[config.mk]
export PLATFORM = sky130hd
export DESIGN_NAME = uart_tx_fifo
export DESIGN_NICKNAME = d
export VERILOG_FILES = /design/src/rtl/uart_pkg.sv /design/src/rtl/sync_fifo.sv /design/src/rtl/uart_tx_fifo.sv
export SDC_FILE = /design/constraint.sdc
export NUM_CORES = 1
export LEC_CHECK = 0
export ABC_AREA = 1
export CAP_MARGIN = 10
export CELL_PAD_IN_SITES_DETAIL_PLACEMENT = 0
export CELL_PAD_IN_SITES_GLOBAL_PLACEMENT = 1
export CORE_UTILIZATION = 44
export CTS_CLUSTER_DIAMETER = 200
export CTS_CLUSTER_SIZE = 10
export DETAILED_ROUTE_END_ITERATION = 10
export GPL_TIMING_DRIVEN = 1
export PLACE_DENSITY = 0.79
export SLEW_MARGIN = 20
export SYNTH_ARGS = -nofsm -noshare
export SYNTH_HDL_FRONTEND = slang
export SYNTH_SLANG_ARGS = --single-unit
[constraint.sdc]
create_clock -name clk -period 3.2 [get_ports clk]
set_input_delay 0.8 -clock clk [delete_from_list [all_inputs] [get_ports clk]]
set_output_delay 0.8 -clock clk [all_outputs]
set_load 0.01 [all_outputs]
[src/rtl/uart_pkg.sv]
// Shared types for the UART transmitter: parity modes and transmit FSM states.
package uart_pkg;

  // Line parity selection as carried on cfg_parity; code 3 behaves as "none".
  typedef enum logic [1:0] {
    PARITY_NONE = 2'd0,
    PARITY_EVEN = 2'd1,
    PARITY_ODD  = 2'd2,
    PARITY_RSVD = 2'd3
  } parity_e;

  // Transmit frame sequencer states.
  typedef enum logic [2:0] {
    IDLE   = 3'd0,
    START  = 3'd1,
    DATA   = 3'd2,
    PARITY = 3'd3,
    STOP   = 3'd4
  } tx_state_e;

  // True when the selected mode inserts a parity bit into the frame.
  function automatic logic parity_enabled(input parity_e mode);
    return (mode == PARITY_EVEN) || (mode == PARITY_ODD);
  endfunction

endpackage

[src/rtl/sync_fifo.sv]
// Single-clock FIFO with occupancy count; push is refused when full and pop
// is refused when empty. The head word is presented combinationally.
module sync_fifo #(
  parameter int WIDTH = 8,
  parameter int DEPTH = 8
) (
  input  logic                         clk,
  input  logic                         nReset,
  input  logic                         push,
  input  logic [WIDTH-1:0]             push_data,
  input  logic                         pop,
  output logic [WIDTH-1:0]             pop_data,
  output logic [$clog2(DEPTH+1)-1:0]   count,
  output logic                         full,
  output logic                         empty
);

  localparam int AW = $clog2(DEPTH);
  localparam int CW = $clog2(DEPTH + 1);

  logic [WIDTH-1:0] mem [DEPTH];
  logic [AW-1:0]    wr_ptr;
  logic [AW-1:0]    rd_ptr;
  logic             do_push;
  logic             do_pop;

  assign full     = (count == CW'(DEPTH));
  assign empty    = (count == '0);
  assign do_push  = push && !full;
  assign do_pop   = pop && !empty;
  assign pop_data = mem[rd_ptr];

  // Storage array; contents need no reset because the pointers define validity.
  always_ff @(posedge clk) begin
    if (do_push) begin
      mem[wr_ptr] <= push_data;
    end
  end

  // Pointers wrap naturally since DEPTH is a power of two; count tracks occupancy.
  always_ff @(posedge clk) begin
    if (!nReset) begin
      wr_ptr <= '0;
      rd_ptr <= '0;
      count  <= '0;
    end else begin
      if (do_push) begin
        wr_ptr <= wr_ptr + AW'(1);
      end
      if (do_pop) begin
        rd_ptr <= rd_ptr + AW'(1);
      end
      case ({do_push, do_pop})
        2'b10:   count <= count + CW'(1);
        2'b01:   count <= count - CW'(1);
        default: count <= count;
      endcase
    end
  end

endmodule

[src/rtl/uart_tx_fifo.sv]
// UART transmitter fed by a small FIFO. Frames are start, DATA_W bits LSB
// first, optional parity, then one or two stop bits, each bit lasting
// cfg_div+1 clocks. Line configuration is captured when a frame starts.
module uart_tx_fifo
  import uart_pkg::*;
#(
  parameter int DATA_W     = 8,
  parameter int FIFO_DEPTH = 8,
  parameter int DIV_W      = 16
) (
  input  logic                              clk,
  input  logic                              nReset,
  input  logic [DIV_W-1:0]                  cfg_div,
  input  logic [1:0]                        cfg_parity,
  input  logic                              cfg_stop2,
  input  logic                              wr_valid,
  input  logic [DATA_W-1:0]                 wr_data,
  output logic                              wr_ready,
  input  logic                              cts,
  input  logic                              ovf_clr,
  output logic                              tx,
  output logic                              busy,
  output logic [$clog2(FIFO_DEPTH+1)-1:0]   fifo_count,
  output logic                              ovf
);

  localparam logic [3:0] LAST_BIT = 4'(DATA_W - 1);

  tx_state_e         state;
  logic [DIV_W-1:0]  div_q;
  logic [DIV_W-1:0]  baud_cnt;
  parity_e           par_mode;
  logic              stop2_q;
  logic [DATA_W-1:0] shift_q;
  logic              par_bit;
  logic [3:0]        bit_idx;
  logic              stop_idx;
  logic              tx_q;

  logic [DATA_W-1:0] fifo_head;
  logic              fifo_full;
  logic              fifo_empty;
  logic              fifo_pop;

  logic              bit_done;
  logic              last_stop;
  logic              start_ok;
  logic              launch;

  sync_fifo #(
    .WIDTH (DATA_W),
    .DEPTH (FIFO_DEPTH)
  ) u_fifo (
    .clk       (clk),
    .nReset    (nReset),
    .push      (wr_valid),
    .push_data (wr_data),
    .pop       (fifo_pop),
    .pop_data  (fifo_head),
    .count     (fifo_count),
    .full      (fifo_full),
    .empty     (fifo_empty)
  );

  assign wr_ready  = !fifo_full;
  assign bit_done  = (baud_cnt == '0);
  assign last_stop = !stop2_q || stop_idx;
  assign start_ok  = !fifo_empty && cts;

  // A new frame begins from IDLE, or straight out of the final stop cycle so
  // that queued words leave with no idle gap between them.
  always_comb begin
    launch = 1'b0;
    if (state == IDLE) begin
      launch = start_ok;
    end else if (state == STOP && bit_done && last_stop) begin
      launch = start_ok;
    end
  end

  assign fifo_pop = launch;
  assign tx       = tx_q;
  assign busy     = (state != IDLE);

  // Sticky overflow: a refused push sets it, and a set outranks a clear.
  always_ff @(posedge clk) begin
    if (!nReset) begin
      ovf <= 1'b0;
    end else if (wr_valid && fifo_full) begin
      ovf <= 1'b1;
    end else if (ovf_clr) begin
      ovf <= 1'b0;
    end
  end

  // Frame sequencer: on launch it pops the head word and freezes the line
  // configuration, then walks the bits, reloading the baud counter per bit.
  always_ff @(posedge clk) begin
    if (!nReset) begin
      state    <= IDLE;
      tx_q     <= 1'b1;
      div_q    <= '0;
      baud_cnt <= '0;
      par_mode <= PARITY_NONE;
      stop2_q  <= 1'b0;
      shift_q  <= '0;
      par_bit  <= 1'b0;
      bit_idx  <= '0;
      stop_idx <= 1'b0;
    end else if (launch) begin
      state    <= START;
      tx_q     <= 1'b0;
      div_q    <= cfg_div;
      baud_cnt <= cfg_div;
      par_mode <= parity_e'(cfg_parity);
      stop2_q  <= cfg_stop2;
      shift_q  <= fifo_head;
      par_bit  <= (^fifo_head) ^ (parity_e'(cfg_parity) == PARITY_ODD);
      bit_idx  <= '0;
      stop_idx <= 1'b0;
    end else begin
      case (state)
        IDLE: begin
          tx_q <= 1'b1;
        end
        START: begin
          if (bit_done) begin
            state    <= DATA;
            tx_q     <= shift_q[0];
            shift_q  <= shift_q >> 1;
            bit_idx  <= '0;
            baud_cnt <= div_q;
          end else begin
            baud_cnt <= baud_cnt - DIV_W'(1);
          end
        end
        DATA: begin
          if (bit_done) begin
            baud_cnt <= div_q;
            if (bit_idx == LAST_BIT) begin
              if (parity_enabled(par_mode)) begin
                state <= PARITY;
                tx_q  <= par_bit;
              end else begin
                state    <= STOP;
                tx_q     <= 1'b1;
                stop_idx <= 1'b0;
              end
            end else begin
              bit_idx <= bit_idx + 4'd1;
              tx_q    <= shift_q[0];
              shift_q <= shift_q >> 1;
            end
          end else begin
            baud_cnt <= baud_cnt - DIV_W'(1);
          end
        end
        PARITY: begin
          if (bit_done) begin
            state    <= STOP;
            tx_q     <= 1'b1;
            stop_idx <= 1'b0;
            baud_cnt <= div_q;
          end else begin
            baud_cnt <= baud_cnt - DIV_W'(1);
          end
        end
        STOP: begin
          tx_q <= 1'b1;
          if (bit_done) begin
            if (last_stop) begin
              state <= IDLE;
            end else begin
              stop_idx <= 1'b1;
              baud_cnt <= div_q;
            end
          end else begin
            baud_cnt <= baud_cnt - DIV_W'(1);
          end
        end
        default: begin
          state <= IDLE;
          tx_q  <= 1'b1;
        end
      endcase
    end
  end

endmodule

Yosys cells after proc, flatten, opt, wreduce, memory -nomap -nowiden --
Memories as Yosys holds them, arrays and structs flattened. A register that Yosys moved wholly into a read port is not among the register bits. Index checks and enable logic that the tools add are counted.
Operators by class: add/sub/neg operators 6, eq/ne operators 29, multiplexer cells 46, bitwise logic cells 3, reduce and logical (&&, ||, !) cells 31
Operators by type and width (number):
- 16-bit 2-to-1 mux | 4
- 8-bit 2-to-1 mux | 4
- 16-bit one-hot mux with 2 select lines | 1
- 3-bit 2-to-1 mux | 9
- 3-bit by 2-bit inequality test with 1-bit output, second input constant | 7
- 7-bit AND reduction | 3
- 1-bit 2-to-1 mux | 19
- 2-bit inequality test, second input constant | 9
- 16-bit zero test | 1
- 4-bit one-hot mux with 2 select lines | 2
- 8-bit one-hot mux with 2 select lines | 1
- 16-bit by 1-bit subtractor with 16-bit output, second input constant | 1
- 3-bit one-hot mux with 5 select lines | 1
- 4-bit 2-to-1 mux | 3
- 3-bit nonzero test | 4
- 4-bit by 1-bit adder with 4-bit output, second input constant | 2
- 4-bit AND reduction | 2
- 8-bit parity | 1
- 3-bit by 1-bit adder with 3-bit output, second input constant | 2
- 2-bit equality test, second input constant | 3
- 3-bit by 2-bit equality test with 1-bit output, second input constant | 2
- 1-bit logical AND | 6
- 1-bit one-hot mux with 3 select lines | 2
- 2-bit nonzero test | 3
- 18 further kinds | 23
Word-level totals: register bits after elaboration 64, bits in writable memories 64, output and inout port bits 8, logic and storage cells 131, memories 1
Memory list:
- u_fifo.mem | words 8, bits a word 8, rd ports 1, clocked after Yosys merged registers in 1, wr ports 1, RTL line sync_fifo.sv:21 | logic [WIDTH-1:0] mem [DEPTH];

Logic depth before layout (Yosys ltp) --
Gate-level depths: netlist of run 1.
word-level depth 8, depth in mapped cells 19, mapped depth without buffers 17

Modules after synthesis --
A second synthesis of run 1 with hierarchy kept.
Second synthesis, totals: cell total of the unflattened synthesis 796, area total of the unflattened synthesis 6361.1 um2
By module, submodules not included:
- uart_tx_fifo | instances 1, cells each 520, area each 3189.3 um2
- sync_fifo | instances 1, cells each 276, area each 3171.8 um2

Worst setup path after synthesis of run 1 --
OpenSTA, ideal clock, no wires.
kind flip-flop to flip-flop, from register baud_cnt[0], to register u_fifo.count[2], data arrival time 2.579 ns, data required time 3.085 ns, setup slack 0.506 ns, cell stages (with the launch flop) 17, clock period less this slack 2.694 ns, cell sequence dfxtp_1 -> inv_1 -> ha_1 -> nand2_1 -> inv_1 -> nand3b_1 -> nor3_4 -> nand2_2 -> a21oi_4 -> buf_2 -> ha_1 -> xor2_1 -> ha_1 -> a21oi_1 -> xor2_1 -> o21ai_0 -> inv_1
Between the ends: word-level cells in the longest chain between the ends 8, elaborated cells between the ends (all ways) 10, those cells by class 2 x eq/ne; 3 x mux; 5 x reduce/logical
RTL lines:
- start: declaration | RTL line uart_tx_fifo.sv:31 | logic [DIV_W-1:0] baud_cnt;
- start signal: assignment | RTL line uart_tx_fifo.sv:114 | baud_cnt <= cfg_div;
- start signal: assignment | RTL line uart_tx_fifo.sv:132 | baud_cnt <= div_q;
- start signal: assignment | RTL line uart_tx_fifo.sv:134 | baud_cnt <= baud_cnt - DIV_W'(1);
- 16-bit zero test * | RTL line uart_tx_fifo.sv:66 | assign bit_done = (baud_cnt == '0);
- 1-bit logical AND * (2 in a row) | RTL line uart_tx_fifo.sv:76 | end else if (state == STOP && bit_done && last_stop) begin
- 1-bit 2-to-1 mux * | RTL line uart_tx_fifo.sv:76
- 1-bit 2-to-1 mux * | RTL line uart_tx_fifo.sv:74 | if (state == IDLE) begin
- 1-bit logical AND * | RTL line sync_fifo.sv:30 | assign do_pop = pop && !empty;
- named net u_fifo.do_pop | RTL line sync_fifo.sv:25 | logic do_pop;
- 2-bit by 1-bit equality test with 1-bit output or 2-bit equality test (tied branches) | RTL line sync_fifo.sv:53 | case ({do_push, do_pop})
- 4-bit one-hot mux with 2 select lines or 2-bit nonzero test (tied branches)
- end signal: assignment | RTL line sync_fifo.sv:54 | 2'b10: count <= count + CW'(1);
- end signal: assignment | RTL line sync_fifo.sv:55 | 2'b01: count <= count - CW'(1);
- end signal: assignment | RTL line sync_fifo.sv:56 | default: count <= count;
- end: declaration | RTL line sync_fifo.sv:13 | output logic [$clog2(DEPTH+1)-1:0] count,
The timed path passes the listed nets; every way through them passes the cells marked *. A chain may end at the register's enable or synchronous reset.

Final worst setup path of run 1 --
from register baud_cnt[0], to register u_fifo.count[3]
Between the ends: word-level cells in the longest chain between the ends 8, elaborated cells between the ends (all ways) 10, those cells by class 2 x eq/ne; 3 x mux; 5 x reduce/logical
RTL lines (RTL line):
- 16-bit zero test * | uart_tx_fifo.sv:66
- 1-bit logical AND * (2 in a row) | uart_tx_fifo.sv:76
- 1-bit 2-to-1 mux * | uart_tx_fifo.sv:76
- 1-bit 2-to-1 mux * | uart_tx_fifo.sv:74
- 1-bit logical AND * | sync_fifo.sv:30
- 2-bit by 1-bit equality test with 1-bit output or 2-bit equality test (tied branches) | sync_fifo.sv:53
- 4-bit one-hot mux with 2 select lines or 2-bit nonzero test (tied branches)
Every way passes the cells marked *; elsewhere a longest branch is shown, timed or not.

==> metrics.md, run 1 <==
| Metric | Value |
|---|---|
| Yosys warnings | `0` |
| Die X | `between 100 and 150 µm` |
| Hold Fails Final Rpt | `0` |
| R2R depth | `14` |
| Setup violations, final | `0` |
| Share of the synthesized area in the top cell type | `0.2973` |
| Post-Syn Area | `around 0.0065 mm²` |
| Yosys cell types | `40` |
| Area of the multi-input gates | `around 0.0026 mm²` |
| Register area share after synthesis | `0.5048` |
| Residual DRC | `0` |
| CP peak stage delay | `roughly 0.36 ns` |
| WS Path Type | `flip-flop to flip-flop` |
| Hold path depth | `2` |
| Total GRT Usage | `0.2066` |
| CP max FO | `28` |
| Syn nets | `880` |
| NumNets Final | `approximately 930` |
| Initial antenna violation count | `0` |
| Min Tclk post-route | `between 2 and 3 ns` |
| Startpoint types | `flip-flop` |
| Clock buffer depth | `2` |
| Count of pins over their slew limit | `0` |
| Required time of the critical path | `3.50 ns` |
| Io pins | `40` |
| Slew HR | `0.4988` |
| Outcome | `complete, no violations` |
| Layout cell share with drive strength beyond 1 | `0.07095` |
| Routed wire per std cell | `13.35 µm` |
| FF/Latch Area | `approximately 0.0033 mm²` |
| CP Capture Type | `flip-flop` |
| Clock Latency Late Sink | `about 0.42 ns` |
| Hold_buf cts | `0` |
| Root Buffer | `clkbuf_16` |
| Clock Skews | `between 0.006 and 0.007 ns` |
| Final ANT Viol Nets | `0` |
| RSZ-0062 raised after global routing | `false` |
| Worst hold slack | `0.4590 ns` |
| CP Cell Sequence | `inv_1 -> ha_1 -> nand2_1 -> inv_1 -> nand3b_1 -> nor3_4 -> nand2_2 -> a21oi_4 -> buf_4 -> ha_1 -> a21oi_1 -> o21ai_0 -> o21ai_0 -> a21oi_1` |
| GRT Residual Overflow | `0` |
| Global-route wire length before repair | `23.58 mm` |
| Reg clk slew, reported paths | `roughly 0.060 ns` |
| Vias in the first global route | `just under 5000` |
| Post-CTS Resized | `0` |
| Total number of vias | `about 5300` |
| Initial drt markers | `between 200 and 300` |
| Drt first pass iters | `4` |
| Worst path arrival time | `3.03 ns` |
| Max-Cap Viols | `0` |
| Routed wire length | `14.44 mm` |
| DP HPWL | `between 10 and 15 mm` |
| P_leak | `~3.4 nW` |
| Port bufs | `39` |
| Die area | `~0.015 mm²` |
| Slowest cell on crit path | `ha_1` |
| Syn_area_per_cell | `around 7.7 µm²` |
| CTS tree | `built` |
| Synth area leaders | `edfxtp_1, dfxtp_1, nand2_1` |
| Die Y-Extent | `123.2 µm` |
| Num CTS Buffers | `17` |
| Inserted Diodes | `0` |
| Rows | `43` |
| Power Dens Cells | `984.3 mW/mm²` |
| Most area-hungry cell type in the Yosys netlist | `edfxtp_1` |
| F_max | `about 370 MHz` |
| Core Box Area | `0.01410 mm²` |
| Setup TNS | `0 ns` |
| Largest net degree at the start of global routing | `36` |
| Worst Hold Class | `flip-flop to flip-flop` |
| Count of buffer and inverter cells on the critical path | `3` |
| Routability Congestion | `between 0.8 and 0.9` |
| Worst slew pin tran | `0.7510 ns` |
| Final Cycle Share | `0.8524` |
| Number of cells on the critical path | `14` |
| CP top delay family | `simple AND/OR/NAND/NOR gates` |
| Initial Util | `0.4585` |
| Htree depth | `4` |
| Clock sink total | `between 100 and 150` |
| Mapped Cells | `841` |
| P&R area growth vs syn | `19.09%` |
| Fill count | `between 1000 and 1500` |
| Synthesis-stage register bit count | `131` |
| Max rail drop VDD | `0.0004869 V` |
| Post-CTS Setup Inserts | `0` |
| Vias/cell | `around 4.9` |
## worst min-delay path, delay by kind of cell, from the launching register on
family / cells / cell delay (ns)
flops: 1 / 0.32
compound gates: 1 / 0.05
simple gates: 1 / 0.05
## cell type report
class	count	share of cell area
sequential	131	0.4239
timing repair buffer	58	0.06925
multi-input combinational	571	0.3440
clock buffer	22	0.06437
inverter	110	0.05364
clock inverter	10	0.01560
tap	180	0.02926
## sequential cells by signal (all words and copies together), names as in the netlist, 3 cells and up, named ones only
register / count
shift_q: 8
u_fifo.mem: 64
bit_idx: 4
baud_cnt: 16
u_fifo.count: 4
u_fifo.rd_ptr: 3
u_fifo.wr_ptr: 3
state: 3
div_q: 16
## metrics by stage
| step | utilization | cells | setup WS [ns] | total power, mW | instance area (µm²) |
|---|---|---|---|---|---|
| after floorplan | - | 841 | 0.5060 | 4.817 | 6464 |
| after global placement | 0.5024 | 1050 | 0.4137 | 5.579 | 7082 |
| after detailed placement | 0.5024 | 1050 | 0.3708 | 5.626 | 7082 |
| after CTS | 0.5461 | 1082 | 0.4437 | 7.629 | 7697 |
| after global routing | 0.5461 | 1082 | 0.2352 | 8.211 | 7697 |
| final | 0.5461 | 1082 | 0.4725 | 7.576 | 7697 |
## final timing paths
kind | from | end | slack [ns]
max | baud_cnt[0]$_SDFFE_PN0P_ | u_fifo.count[3]$_SDFFE_PN0P_ | 0.47
min | div_q[14]$_SDFFE_PN0P_ | div_q[14]$_SDFFE_PN0P_ | 0.46
max reg2reg | baud_cnt[0]$_SDFFE_PN0P_ | u_fifo.count[3]$_SDFFE_PN0P_ | 0.47
min reg2reg | div_q[14]$_SDFFE_PN0P_ | div_q[14]$_SDFFE_PN0P_ | 0.46
## per-layer routing
layer / vias to the layer above / routed length, µm / global-route usage
met3: 13 / 542 / 0.05258
met4: 0 / 109 / 0.06099
li1: 2816 / - / -
met5: - / 0 / 0
met2: 89 / 7329 / 0.3621
met1: 2363 / 6461 / 0.2486
## where the power goes
part           internal, mW  switching [mW]
registers              2.06           0.191
clock network          1.26           0.715
logic                  1.15            2.20
total                  4.47            3.10
## cell usage after synthesis
cell type  count
nand2_1      261
inv_1        104
nor2_1        79
dfxtp_1       67
edfxtp_1      64
o21ai_0       56
nand3_1       54
a21oi_1       33
nor3_1        20
clkbuf_1      13
o21ai_1        9
o22ai_1        9
xor2_1         9
a211oi_1       7
buf_2          7
ha_1           7
buf_1          4
buf_4          4
inv_2          4
xnor2_1        4
nand4_1        3
and3_1         2
clkinv_1       2
nand3b_1       2
nor2_2         2
a21oi_4        1
a221oi_1       1
and2_1         1
buf_6          1
nand2_2        1
nand3_2        1
nor2_4         1
nor3_2         1
nor3_4         1
nor3b_1        1
o211ai_1       1
o21ai_2        1
o21bai_1       1
o21bai_4       1
or2_1          1
## layout by cell type, fill, tap and decap left out, drive strengths merged, types with 22 or more instances in the layout
| master | count |
|---|---|
| a21oi | 34 |
| clkbuf | 22 |
| clkdlybuf4s50 | 39 |
| dfxtp | 67 |
| edfxtp | 64 |
| inv | 110 |
| nand2 | 262 |
| nand3 | 55 |
| nor2 | 82 |
| nor3 | 22 |
| o21ai | 66 |
## cells by family (layout without fill, tap and decap cells)
group                      count (synthesis)  in the layout  synth area share
AOI/OAI and AO/OA                        120            120            0.1032
xor gates and xnor gates                  13             13           0.01762
and+or+nand+nor                          431            431            0.2753
DFF                                      131            131            0.5048
buffers and inverters                    139            200           0.08556
adders and majority gates                  7              7           0.01355
No activity file was read; power rests on OpenSTA's default activity.
==> run 2, diff against run 1 <==
--- a/config.mk
+++ b/config.mk
@@ -14,5 +14,4 @@
 export CTS_CLUSTER_SIZE = 10
 export DETAILED_ROUTE_END_ITERATION = 10
-export GPL_TIMING_DRIVEN = 1
 export PLACE_DENSITY = 0.79
 export SLEW_MARGIN = 20
==> constraint.sdc (replaced) <==
create_clock -name clk -period 3.2 [get_ports clk]
set_input_delay 0.32 -clock clk [delete_from_list [all_inputs] [get_ports clk]]
set_output_delay 0.32 -clock clk [all_outputs]
set_load 0.01 [all_outputs]
==> run 2 against run 1 <==
Against the previous run:
- critical path depth is 1 higher
- hold slack gained 0.0044 ns
- combinational power barely moved
- non-clock buffer count shrank 7
- via count barely moved
- total power increased by 0.53%
- first-iteration DRC count is 1.7% higher
- final cell count down 0.65%
- clock-buffer cell count is 5 lower
- sequential share of layout area rose by 0.19 points
- critical endpoint is now u_fifo.count[2]$_SDFFE_PN0P_
- highest routed layer unchanged
==> metrics.md, run 2 (synthesis gave the netlist of run 1 again) <==
| Metric | Value |
|---|---|
| Comb power frac | `0.439` |
| GRT Residual Overflow | `0` |
| CP max FO | `6` |
| Vias in the first global route | `roughly 4900` |
| Slowest cell on crit path | `ha_1` |
| Pint | `roughly 4.5 mW` |
| Drt first pass iters | `5` |
| Post-CTS Resized | `0` |
| Reg2reg start | `baud_cnt[0]$_SDFFE_PN0P_` |
| Initial drt markers | `294` |
| Startpoint types | `flip-flop` |
| Reg clk slew, reported paths | `approximately 0.060 ns` |
| Routed wire per std cell | `approximately 13 µm` |
| NetSw | `roughly 3.2 mW` |
| Hold Path Origin | `div_q[9]$_SDFFE_PN0P_` |
| Inserted Diodes | `0` |
| Min-Delay Endpoint | `div_q[9]$_SDFFE_PN0P_` |
| F_max | `roughly 360 MHz` |
| Port bufs | `39` |
| R2R depth | `15` |
| Required time of the critical path | `approximately 3.5 ns` |
| Post-route total power | `7.617 mW` |
| Largest net degree at the start of global routing | `55` |
| CP Cell Sequence | `inv_1 -> ha_1 -> nand2_1 -> inv_1 -> nand3b_1 -> nor3_4 -> nand2_2 -> a21oi_4 -> ha_1 -> xor2_1 -> ha_1 -> a21oi_1 -> xor2_1 -> o21ai_0 -> inv_1` |
| Worst slew pin tran | `approximately 0.73 ns` |
| Slew HR | `0.5098` |
| Hold_buf cts | `0` |
| Post-CTS Setup Inserts | `0` |
| Top flop regs | `u_fifo.mem x64, baud_cnt x16, div_q x16` |
| Clock Latency Late Sink | `0.43 ns` |
| NumNets Final | `slightly above 900` |
| Final Cycle Share | `0.8641` |
| Worst Hold Class | `flip-flop to flip-flop` |
| Htree depth | `4` |
| DP HPWL | `10.12 mm` |
| Residual DRC | `0` |
| CP startpoint | `baud_cnt[0]$_SDFFE_PN0P_` |
| Final ANT Viol Nets | `0` |
| Global-route wire length before repair | `approximately 24 mm` |
| Io pins | `40` |
| Clock buffer depth | `2` |
| Routability Congestion | `0.8671` |
| Die area | `0.01518 mm²` |
| P_leak | `approximately 3.4 nW` |
| Initial antenna violation count | `0` |
| Sequential power share | `0.295` |
| Flop2flop setup slack | `0.43 ns` |
| Max-Cap Viols | `0` |
| Total number of vias | `5278` |
| Die X | `123.2 µm` |
| Hold path depth | `2` |
| Routed wire length | `about 14 mm` |
| CP Capture Type | `flip-flop` |
| Initial Util | `0.4585` |
| Max rail drop VDD | `just over 0.0004 V` |
| Total GRT Usage | `0.2077` |
| Outcome | `complete, no violations` |
| Worst path arrival time | `3.08 ns` |
| Highest-count cells in the layout ignoring fill and taps | `nand2_1, inv_1, nor2_1` |
| Count of pins over their slew limit | `0` |
| Layout cell share with drive strength beyond 1 | `0.06480` |
| Max reg flops | `64` |
| Core Box Area | `approximately 0.014 mm²` |
| Power Dens Cells | `994.0 mW/mm²` |
| Die Y-Extent | `~120 µm` |
| Clock power frac | `0.266` |
| Clock sink total | `~130` |
| RSZ-0062 raised after global routing | `false` |
| Place WS | `roughly 0.21 ns` |
| Clock Skews | `between 0.007 and 0.008 ns` |
| WS Path Type | `flip-flop to flip-flop` |
| Setup TNS | `0 ns` |
| Leading cell type in the layout, fill and taps excluded | `nand2_1` |
| Final WS setup | `~0.43 ns` |
| Rows | `43` |
| R2R Path End | `u_fifo.count[2]$_SDFFE_PN0P_` |
| Largest reg by FF count | `u_fifo.mem` |
| Setup violations, final | `0` |
| Vias/cell | `4.910` |
| CP peak stage delay | `0.31 ns` |
| Sw Ratio | `0.4148` |
| Num CTS Buffers | `17` |
| P&R area growth vs syn | `18.54%` |
| CTS tree | `built` |
| Min Tclk post-route | `between 2 and 3 ns` |
| Hold Fails Final Rpt | `0` |
| Root Buffer | `clkbuf_16` |
[run 2: how the worst max path moves through the flow]
stage / endpoint / slack [ns]
final: u_fifo.count[2]$_SDFFE_PN0P_ / 0.43
after global routing: u_fifo.count[3]$_SDFFE_PN0P_ / 0.14
after CTS: div_q[2]$_SDFFE_PN0P_ / 0.21
after detailed placement: div_q[4]$_SDFFE_PN0P_ / 0.21
after global placement: div_q[8]$_SDFFE_PN0P_ / 0.36
after floorplan: u_fifo.count[2]$_SDFFE_PN0P_ / 0.51
[run 2: area by class of cell]
cell class	instances	area, µm²
clock inverter	15	192.7
clock buffer	17	425.4
tap	180	225.2
multi-input combinational	571	2650
timing repair buffer	51	493.0
sequential	131	3263
fill	1300	6434
inverter	110	412.9
[run 2: worst max-delay path, delay by kind of cell (launching register included)]
family                     cells  cell delay (ns)
buffers and inverters          3             0.26
xor gates and xnor gates       2             0.41
AOI/OAI and AO/OA              3             0.39
DFF                            1             0.29
adders and majority gates      3             0.69
and+or+nand+nor                4             0.62
[run 2: stage by stage]
stage / instance area (µm²) / hold WS [ns] / cells / utilization
after floorplan: 6464 / 0.4189 / 841 / -
after detailed placement: 7042 / 0.4460 / 1043 / 0.4996
after global routing: 7662 / 0.4807 / 1075 / 0.5436
final: 7662 / 0.4634 / 1075 / 0.5436
after global placement: 7042 / 0.4387 / 1043 / 0.4996
after CTS: 7660 / 0.4623 / 1075 / 0.5434
[run 2: power by group through the flow]
| stage | logic, mW | clock network (mW) | registers [mW] |
|---|---|---|---|
| 6_report | 3.34 | 2.03 | 2.25 |
| 5_1_grt | 3.84 | 2.13 | 2.29 |
| 4_1_cts | 3.36 | 2.06 | 2.25 |
| 3_5_place_dp | 3.35 | 0 | 2.28 |
| 3_3_place_gp | 3.32 | 0 | 2.27 |
| 2_1_floorplan | 2.57 | 0 | 2.25 |
[run 2: layer usage]
metal,track usage,share of wire,vias to the layer above
met2,0.3516,0.48,89
met4,0.07605,0.020,0
li1,-,-,2802
met1,0.2528,0.45,2365
met3,0.05581,0.045,22
met5,0,0,-
